===== config.mk =====
export PLATFORM = sky130hd
export DESIGN_NAME = pattern_det_prog
export DESIGN_NICKNAME = d
export VERILOG_FILES = /design/src/rtl/pattern_det_prog.sv
export SDC_FILE = /design/constraint.sdc
export NUM_CORES = 1
export LEC_CHECK = 0
export CAP_MARGIN = 20
export CORE_MARGIN = 2
export CORE_UTILIZATION = 40
export DETAILED_ROUTE_END_ITERATION = 10
export GPL_ROUTABILITY_DRIVEN = 0
export SYNTH_ARGS = -nofsm -noshare
export SYNTH_HDL_FRONTEND = slang
export SYNTH_SLANG_ARGS = --single-unit

===== constraint.sdc =====
create_clock -name CLK -period 2.45 [get_ports CLK]
set_input_delay 0.49 -clock CLK [delete_from_list [all_inputs] [get_ports CLK]]
set_output_delay 0.49 -clock CLK [all_outputs]
set_load 0.02 [all_outputs]

===== src/rtl/pattern_det_prog.sv =====
// Purpose : programmable serial bit-pattern detector with overlap/non-overlap modes and saturating match count.
// Latency : the match-completing sample is accepted at edge k; DETo is high for the cycle after edge k, and Det_cnt updates at edge k.
// Backpressure: none; Din is sampled only on Din_vld, and idle cycles between samples do not affect detection.
//
// Ports:
//   CLK, nRST        clock (rising edge) and async active-low reset
//   Din, Din_vld     serial bit and its qualifier
//   Pat_ld, Pat_in   reload pattern (MSB = first bit); a sample in the same cycle is discarded
//   Ovl_en           1 = overlapping matches, 0 = restart the window after each match
//   Cnt_clr          synchronous clear of Det_cnt (wins over a coincident increment)
//   DETo             registered one-cycle match pulse
//   Det_cnt          saturating match counter
//   Armed            window holds PAT_LEN valid bits
module pattern_det_prog #(
  parameter int unsigned        PAT_LEN  = 8,
  parameter logic [PAT_LEN-1:0] PAT_INIT = 8'b01101100,
  parameter int unsigned        CNT_W    = 8
) (
  input  logic               CLK,
  input  logic               nRST,
  input  logic               Din,
  input  logic               Din_vld,
  input  logic               Pat_ld,
  input  logic [PAT_LEN-1:0] Pat_in,
  input  logic               Ovl_en,
  input  logic               Cnt_clr,
  output logic               DETo,
  output logic [CNT_W-1:0]   Det_cnt,
  output logic               Armed
);

  localparam int unsigned        FILL_W    = $clog2(PAT_LEN + 1);
  localparam logic [FILL_W-1:0]  FILL_FULL = FILL_W'(PAT_LEN);
  localparam logic [FILL_W-1:0]  FILL_ARM  = FILL_W'(PAT_LEN - 1);
  localparam logic [CNT_W-1:0]   CNT_MAX   = {CNT_W{1'b1}};

  typedef enum logic {
    ST_FILL = 1'b0,
    ST_HUNT = 1'b1
  } state_t;

  // Only the newest PAT_LEN-1 bits are kept: the oldest bit of the window
  // would shift out on the next sample before it could ever be compared,
  // so the candidate window is always history plus the incoming bit.
  logic [PAT_LEN-1:0] pat_q, pat_d;
  logic [PAT_LEN-2:0] hist_q, hist_d;
  logic [FILL_W-1:0]  fill_q, fill_d;
  state_t             state_q, state_d;
  logic               deto_q, deto_d;
  logic [CNT_W-1:0]   cnt_q, cnt_d;

  logic               accept;
  logic [PAT_LEN-1:0] win;
  logic               match;

  // A load in the same cycle as a valid sample discards the sample.
  assign accept = Din_vld & ~Pat_ld;
  assign win    = {hist_q, Din};
  // fill >= PAT_LEN-1 means this sample completes a full window.
  assign match  = accept && (fill_q >= FILL_ARM) && (win == pat_q);

  always_comb begin
    pat_d   = pat_q;
    hist_d  = hist_q;
    fill_d  = fill_q;
    state_d = state_q;
    deto_d  = 1'b0;
    cnt_d   = cnt_q;

    if (Pat_ld) begin
      pat_d   = Pat_in;
      hist_d  = '0;
      fill_d  = '0;
      state_d = ST_FILL;
    end else if (accept) begin
      hist_d = win[PAT_LEN-2:0];
      fill_d = (fill_q == FILL_FULL) ? FILL_FULL : fill_q + 1'b1;
      if (fill_d == FILL_FULL) begin
        state_d = ST_HUNT;
      end

      if (match) begin
        deto_d = 1'b1;
        if (cnt_q != CNT_MAX) begin
          cnt_d = cnt_q + 1'b1;
        end
        // Non-overlap: flush the window so no bit of this match is reused.
        if (!Ovl_en) begin
          hist_d  = '0;
          fill_d  = '0;
          state_d = ST_FILL;
        end
      end
    end

    // Clear takes priority over a coincident increment; DETo is unaffected.
    if (Cnt_clr) begin
      cnt_d = '0;
    end
  end

  always_ff @(posedge CLK or negedge nRST) begin
    if (!nRST) begin
      pat_q   <= PAT_INIT;
      hist_q  <= '0;
      fill_q  <= '0;
      state_q <= ST_FILL;
      deto_q  <= 1'b0;
      cnt_q   <= '0;
    end else begin
      pat_q   <= pat_d;
      hist_q  <= hist_d;
      fill_q  <= fill_d;
      state_q <= state_d;
      deto_q  <= deto_d;
      cnt_q   <= cnt_d;
    end
  end

  assign DETo    = deto_q;
  assign Det_cnt = cnt_q;
  assign Armed   = (state_q == ST_HUNT);

endmodule

==> results of run 1 <==
==> worst paths after layout <==
check                                from    endpoint  slack [ns]  cells after the start
max in group asynchronous            nRST    pat_q[3]        1.53                      2
min in group asynchronous            nRST  Det_cnt[1]        0.59                      2
worst max register to register  fill_q[0]  Det_cnt[5]        0.36                      6
worst min-delay path             pat_q[0]    pat_q[0]        0.55                      1
worst max-delay path                  Din  Det_cnt[0]        0.29                      7
worst min register to register   pat_q[0]    pat_q[0]        0.55                      1
==> per-stage QoR <==
step | setup slack, ns | area [um2] | utilization
after floorplan | 0.517 | 1510 | -
after global placement | 0.0570 | 1810 | 0.499
after detailed placement | -0.0180 | 1810 | 0.499
after CTS | 0.271 | 1890 | 0.521
after global routing | 0.112 | 1890 | 0.521
final | 0.289 | 1890 | 0.521
==> state kept, by name, indices dropped and copies added (netlist names) <==
name / cells
pat_q: 8
Armed: 1
fill_q: 4
DETo: 1
hist_q: 7
Det_cnt: 8
==> placed cells by master (no fill, tap or decap), types with 2 or more instances in the layout <==
cell type and instances:
o21ai_0 7, nand2_1 3, xor2_1 8, clkdlybuf4s50_1 24, dfrtp_1 25, nor2_1 5
nand4_1 2, and3_1 4, inv_1 4, nor4_1 4, or3_1 3, clkbuf_1 3
or4_1 2, o31ai_1 2, nor3_1 3, nand3_1 16, clkbuf_8 5, a41oi_1 2
mux2_2 9, a21oi_1 17, nand2b_1 12, dfstp_2 4, buf_4 5, ha_1 3
==> worst reg2reg max path: stages (launching register included) <==
cell and delay [ns]:
dfrtp_1 0.42, ha_1 0.27, a21oi_1 0.12, nor4_1 0.32, nand3_1 0.22, nor3_1 0.27, mux2_2 0.36
==> routing by layer <==
layer  GRT usage  share of wire  vias up
met5           0              0        -
met2       0.270           0.45       23
met1       0.221           0.48      597
li1            -              -      597
met3      0.0582          0.045        5
met4      0.0703          0.017        0
==> power groups by stage <==
stage	registers, mW	clock network (mW)	logic (mW)
finish	0.518	0.371	0.102
detailed placement	0.526	0	0.104
global route	0.520	0.404	0.115
global placement	0.525	0	0.102
floorplan	0.521	0	0.0568
CTS	0.518	0.384	0.104
==> cell type report <==
| type | count | share of cell area |
|---|---|---|
| inverters | 4 | 0.00794 |
| clock buffers | 8 | 0.0423 |
| well taps | 48 | 0.0317 |
| flip-flops and latches | 29 | 0.386 |
| repair buffers | 29 | 0.147 |
| multi-input cells | 110 | 0.385 |
==> cell families after synthesis <==
| family | after synthesis | synth area share |
|---|---|---|
| buffers and inverters | 12 | 0.0307 |
| multiplexers | 9 | 0.0673 |
| AO/OA/AOI/OAI | 30 | 0.113 |
| XOR/XNOR | 9 | 0.0524 |
| adder cells (fa/ha/maj) | 3 | 0.0249 |
| AND/OR/NAND/NOR | 59 | 0.226 |
| flip-flops | 29 | 0.485 |
==> impl_metrics.json, run 1 <==
{
  "hold_path.class": "reg -> reg",
  "post_cts_buffers": 0,
  "p_seq_frac": 0.523,
  "synth_most_common_cell": "dfrtp_1",
  "p_sw_frac": 0.236,
  "core_um2": 3630,
  "timing.hold.ws_ns": 0.546,
  "grt_first_pass_wirelength_um": 5540,
  "rsz0062_at_grt": "no",
  "ys_seq_area_frac": 0.485,
  "hold_buffers": 0,
  "cts_buffers": 5,
  "fp-row-count": 22,
  "synth_seq_cells": 29,
  "avgSynthCellArea_um2": 9.97,
  "start_kind": "input port",
  "power.total_uw": 990,
  "place_inst": 220,
  "dp_hpwl_um": 2300,
  "ir_worst_vdd_v": 0.000300,
  "synth_commonest_cells": "dfrtp_1, a21oi_1, nand3_1",
  "vias": 1222,
  "cts_root_buf": "clkbuf_8",
  "multi_input_area_um2": 728,
  "cts_tree": "yes",
  "worstPathArrival_ns": 2.36,
  "critPathMaxStageDelay_ns": 0.45,
  "syn_inst": 151,
  "synth_area_leaders": "dfrtp_1, dfstp_2, mux2_2",
  "path_class": "in -> reg",
  "clkPwrFrac": 0.374,
  "die-area_um2": 4270,
  "worstPathCellList": "clkdlybuf4s50_1 > xor2_1 > nor4_1 > nand3_1 > buf_4 > or3_1 > a21oi_1",
  "comb_power_share": 0.103,
  "fin_cells": 228,
  "io_pins": 25,
  "fmax_mhz": 463,
  "async_flop_share": 1.00,
  "power_switching_uw": 234,
  "crit_family": "simple AND/OR/NAND/NOR gates",
  "fin_skew_ns": 0.00367,
  "routed_wl_um": 3270,
  "yosysWarnings": 0,
  "drtIter0Drc": 67,
  "max-cap-violations": 0,
  "slowest_stage": "clkdlybuf4s50_1",
  "final_nets": 197,
  "initial_utilization": 0.414,
  "ys.flop_type": "dfrtp_1",
  "regArea_um2": 731,
  "grt_pass1_vias": 1181,
  "fp.dieH_um": 65.3,
  "clk_pin_slew_worst_paths_ns": 0.06,
  "setup-tns-final_ns": 0,
  "worstSkewPairLatency_ns": 0.28,
  "crit_path_end_kind": "register",
  "worstMarginPinSlew_ns": 0.384,
  "syn_nets": 169,
  "drc": 0,
  "via_per_inst": 5.36,
  "period_needed_ns": 2.16,
  "grt_max_degree": 30,
  "first_pass_iters": 4,
  "ctsResizeCount": 0,
  "io_buffers": 24,
  "p_int_uw": 756,
  "outcome": "finished, final reports clean",
  "synth_top_cell_area_share": 0.416,
  "syn_area_um2": 1510,
  "die_x_um": 65.3,
  "cp_num_buf_inv": 2,
  "leakagePower_nw": 0.766,
  "relSlewSlack": 0.742,
  "hold_violations": 0,
  "required_ns": 2.65,
  "synth.distinct_cells": 31,
  "antenna_found_initial": 0,
  "setup_viol": 0,
  "final_antenna_net_count": 0,
  "synth_largest_area_cell": "dfrtp_1",
  "power.density_nw_per_um2": 523,
  "wl_per_cell_um": 14.3,
  "syn_to_final_growth_pct": 25.7,
  "cts-htree-levels": 2,
  "drive_above_1_share": 0.133,
  "cp_max_fo": 8,
  "insertedDiodeCount": 0,
  "clk_path_buf_depth": 2,
  "fillers": 342,
  "gr-total-overflow": 0,
  "slew_viol_final": 0,
  "grt.total_usage": 0.173,
  "period_share": 0.882,
  "synth-edff-count": 0,
  "clkSinkCount": 29
}
Power figures use the tool's default switching activity.
==> run 2, diff against run 1 <==
Settings changed: CORE_MARGIN 2 to 5, CTS_CLUSTER_DIAMETER set to 60.
==> impl_metrics.json, run 2 (same netlist as run 1, synthesis figures left out) <==
{
  "drive_above_1_share": 0.155,
  "crit_family": "simple AND/OR/NAND/NOR gates",
  "cts_root_buf": "clkbuf_8",
  "required_ns": 2.64,
  "setup-tns-final_ns": 0,
  "drtIter0Drc": 58,
  "worstPathArrival_ns": 2.36,
  "worstPathCellList": "clkdlybuf4s50_1 > xor2_1 > nor4_1 > nand3_1 > buf_4 > or3_1 > a21oi_1",
  "final_antenna_net_count": 0,
  "hold_path.class": "reg -> reg",
  "final_core_utilization": 0.525,
  "grt_max_degree": 30,
  "layout_commonest_cell": "dfrtp_1",
  "slowest_stage": "clkdlybuf4s50_1",
  "worstMarginPinSlew_ns": 0.406,
  "io_buffers": 24,
  "cts-htree-levels": 2,
  "start_kind": "input port",
  "period_needed_ns": 2.17,
  "wl_per_cell_um": 14.1,
  "gr-total-overflow": 0,
  "die_x_um": 71.3,
  "drc": 0,
  "place_area_um2": 1820,
  "rsz0062_at_grt": "no",
  "fin_skew_ns": 0.00345,
  "syn_to_final_growth_pct": 27.6,
  "grt_first_pass_wirelength_um": 5480,
  "period_share": 0.887,
  "crit_path_end_kind": "register",
  "via_per_inst": 5.34,
  "vias": 1224,
  "outcome": "finished, final reports clean",
  "die-area_um2": 5090,
  "fmax_mhz": 460,
  "io_pins": 25,
  "post_cts_buffers": 0,
  "fp.dieH_um": 71.3,
  "routed_wl_um": 3230,
  "clk_path_buf_depth": 2,
  "grt.total_usage": 0.135,
  "critPathMaxStageDelay_ns": 0.44,
  "worstSkewPairLatency_ns": 0.27,
  "cp_num_buf_inv": 2,
  "final_nets": 198,
  "design_area_um2": 1920,
  "max-cap-violations": 0,
  "final_cell_mix": "dfrtp_1, clkdlybuf4s50_1, a21oi_1",
  "path_class": "in -> reg",
  "grt_pass1_vias": 1206,
  "fp-row-count": 22,
  "hold_buffers": 0,
  "relSlewSlack": 0.727,
  "slew_viol_final": 0,
  "cts_tree": "yes",
  "ctsResizeCount": 0,
  "insertedDiodeCount": 0,
  "hold_violations": 0,
  "cp_max_fo": 7,
  "antenna_found_initial": 0,
  "setup_viol": 0,
  "ir_worst_vdd_v": 0.000407,
  "initial_utilization": 0.411,
  "first_pass_iters": 4,
  "leakagePower_nw": 0.785,
  "fin_cells": 229,
  "place_inst": 221,
  "core_um2": 3660,
  "clk_pin_slew_worst_paths_ns": 0.06,
  "dp_hpwl_um": 2380,
  "clkSinkCount": 29,
  "cts_buffers": 5,
  "power.density_nw_per_um2": 544
}
-- run 2: power by group --
group          internal, mW  leakage [nW]  switching, mW
Sequential            0.502         0.380         0.0155
Combinational        0.0533         0.350         0.0493
Clock                 0.253        0.0542          0.171
Total                 0.809         0.785          0.235
-- run 2: stage by stage --
| step | hold WS (ns) | total power, mW | setup WS [ns] |
|---|---|---|---|
| floorplan | 0.194 | 0.578 | 0.517 |
| global placement | 0.521 | 0.627 | -0.0504 |
| detailed placement | 0.520 | 0.630 | -0.0179 |
| CTS | 0.534 | 1.06 | 0.279 |
| global route | 0.559 | 1.10 | 0.109 |
| finish | 0.529 | 1.04 | 0.278 |
-- run 2: layout make-up --
cell class                 count  area [um2]
fill                         342        1740
sequential                    29         731
multi-input combinational    110         728
timing repair buffer          30         285
clock buffer                   7        96.3
tap                           48        60.1
inverter                       4        15.0
clock inverter                 1        5.00
-- run 2: routing by layer --
layer  global-route usage  routed length (um)  vias up
met5                    0                   0        -
met3               0.0463                 121        5
met4               0.0313                  29        0
li1                     -                   -      599
met2                0.224                1610       28
met1                0.169                1470      592
-- run 2: final timing paths --
kind,from,end,slack [ns],cells after the start
worst max-delay path,Din,Det_cnt[0],0.28,7
worst min-delay path,pat_q[0],pat_q[0],0.53,1
min in group asynchronous,nRST,Det_cnt[6],0.60,2
worst max register to register,fill_q[0],Det_cnt[5],0.36,6
worst min register to register,pat_q[0],pat_q[0],0.53,1
max in group asynchronous,nRST,pat_q[5],1.54,2
==> run 3, diff against run 2 <==
Settings changed: CORE_ASPECT_RATIO set to 0.8.
==> impl_metrics.json, run 3 (same netlist as run 1, synthesis figures left out) <==
{
  "clk_path_buf_depth": 2,
  "worstMarginPinSlew_ns": 0.388,
  "p_int_uw": 887,
  "cp_max_fo": 7,
  "drc": 0,
  "path_class": "in -> reg",
  "reg2regPathDepth": 6,
  "die_x_um": 78.6,
  "fin_skew_ns": 0.00534,
  "final.setup.worst_slack_ns": 0.282,
  "worstPathCellList": "clkdlybuf4s50_1 > xor2_1 > nor4_1 > nand3_1 > buf_4 > or3_1 > a21oi_1",
  "cts_buffers": 5,
  "final_cell_mix": "dfrtp_1, clkdlybuf4s50_1, a21oi_1",
  "met2_usage": 0.226,
  "gr-total-overflow": 0,
  "power_switching_uw": 238,
  "hold_path.class": "reg -> reg",
  "layout_commonest_cell": "dfrtp_1",
  "fillers": 315,
  "crit_path_start": "Din",
  "dp_hpwl_um": 2410,
  "power.density_nw_per_um2": 582,
  "slew_viol_final": 0,
  "syn_to_final_growth_pct": 28.3,
  "p_sw_frac": 0.212,
  "r2r-start": "fill_q[0]",
  "hold_buffers": 0,
  "via_per_inst": 5.59,
  "worstPathArrival_ns": 2.36,
  "fp.dieH_um": 64.9,
  "start_kind": "input port",
  "routed_wl_um": 3340,
  "cts_tree": "yes",
  "die-area_um2": 5100,
  "worstSkewPairLatency_ns": 0.27,
  "ir_worst_vdd_v": 0.000324,
  "io_pins": 25,
  "outcome": "finished, final reports clean",
  "hp-start": "pat_q[7]",
  "cts_root_buf": "clkbuf_8",
  "r2r_slack_ns": 0.39,
  "post_cts_buffers": 0,
  "clk_pin_slew_worst_paths_ns": 0.06,
  "io_buffers": 24,
  "top_usage_layer": "met2",
  "critPathMaxStageDelay_ns": 0.44,
  "hold-path-cell-count": 1,
  "fp-row-count": 20,
  "insertedDiodeCount": 0,
  "hold_violations": 0,
  "first_pass_iters": 4,
  "relSlewSlack": 0.735,
  "period_needed_ns": 2.17,
  "initial_utilization": 0.406,
  "vias": 1257,
  "period_share": 0.885,
  "p_seq_frac": 0.460,
  "ctsResizeCount": 0,
  "grt_pass1_vias": 1253,
  "crit_path_end_kind": "register",
  "drive_above_1_share": 0.149,
  "slowest_stage": "clkdlybuf4s50_1",
  "grt_max_degree": 30,
  "comb_power_share": 0.092,
  "design_area_um2": 1930,
  "leakagePower_nw": 0.789,
  "max-cap-violations": 0,
  "antenna_found_initial": 0,
  "drtIter0Drc": 101,
  "clkSinkCount": 29,
  "setup_viol": 0,
  "core_um2": 3700,
  "rsz0062_at_grt": "no",
  "use_met3": 0.0500,
  "final_nets": 198,
  "place_area_um2": 1810,
  "wl_per_cell_um": 14.8,
  "final_antenna_net_count": 0,
  "cts-htree-levels": 2,
  "grt_first_pass_wirelength_um": 5600,
  "clkPwrFrac": 0.448,
  "grtUsageMet1": 0.172,
  "fmax_mhz": 461,
  "grt.total_usage": 0.142,
  "required_ns": 2.64,
  "post-place-ws_ns": -0.0214
}
## run 3: changes by cell type in the layout (fill, tap and decap cells not counted), sizes merged
cell	previous run	this run
clkinv	1	0
bufinv	0	1
## run 3: area by class of cell
class | instances | area (um2) | area share
flip-flops and latches | 29 | 731 | 0.378
repair buffers | 30 | 285 | 0.148
multi-input cells | 110 | 728 | 0.377
inverters | 4 | 15.0 | 0.00778
well taps | 44 | 55.1 | 0.0285
clock inverters | 1 | 30.0 | 0.0156
clock buffers | 7 | 86.3 | 0.0447
## run 3: metrics by stage
| stage | utilization | hold WS (ns) | std cells | TNS [ns] | power [mW] |
|---|---|---|---|---|---|
| after global routing | 0.521 | 0.558 | 225 | 0 | 1.18 |
| after floorplan | - | 0.194 | 151 | 0 | 0.578 |
| after detailed placement | 0.490 | 0.532 | 217 | -0.0587 | 0.630 |
| after CTS | 0.521 | 0.546 | 225 | 0 | 1.14 |
| final | 0.521 | 0.537 | 225 | 0 | 1.12 |
| after global placement | 0.490 | 0.516 | 217 | 0 | 0.627 |
## run 3: critical path, delay by kind of cell
| family | cells | cell delay [ns] |
|---|---|---|
| buffers and inverters | 2 | 0.65 |
| AO/OA/AOI/OAI | 1 | 0.15 |
| AND/OR/NAND/NOR | 3 | 0.91 |
| XOR/XNOR | 1 | 0.17 |
## run 3: power groups by stage
| stage | logic, mW | registers [mW] | clock network [mW] |
|---|---|---|---|
| 5_1_grt | 0.114 | 0.520 | 0.548 |
| 3_3_place_gp | 0.101 | 0.526 | 0 |
| 2_1_floorplan | 0.0568 | 0.521 | 0 |
| 3_5_place_dp | 0.103 | 0.526 | 0 |
| 6_report | 0.103 | 0.518 | 0.503 |
| 4_1_cts | 0.104 | 0.518 | 0.520 |
## run 3: worst paths after layout
| kind | to |
|---|---|
| max in group asynchronous | pat_q[2] |
| worst min-delay path | pat_q[7] |
| worst max register to register | Det_cnt[5] |
| worst max-delay path | Det_cnt[0] |
| min in group asynchronous | Det_cnt[0] |
| worst min register to register | pat_q[7] |
## run 3: per-layer routing
layer  share of wire  vias to the layer above
met5               0                        -
met4          0.0036                        0
met3           0.052                        2
met2            0.47                       29
met1            0.47                      621
li1                -                      605
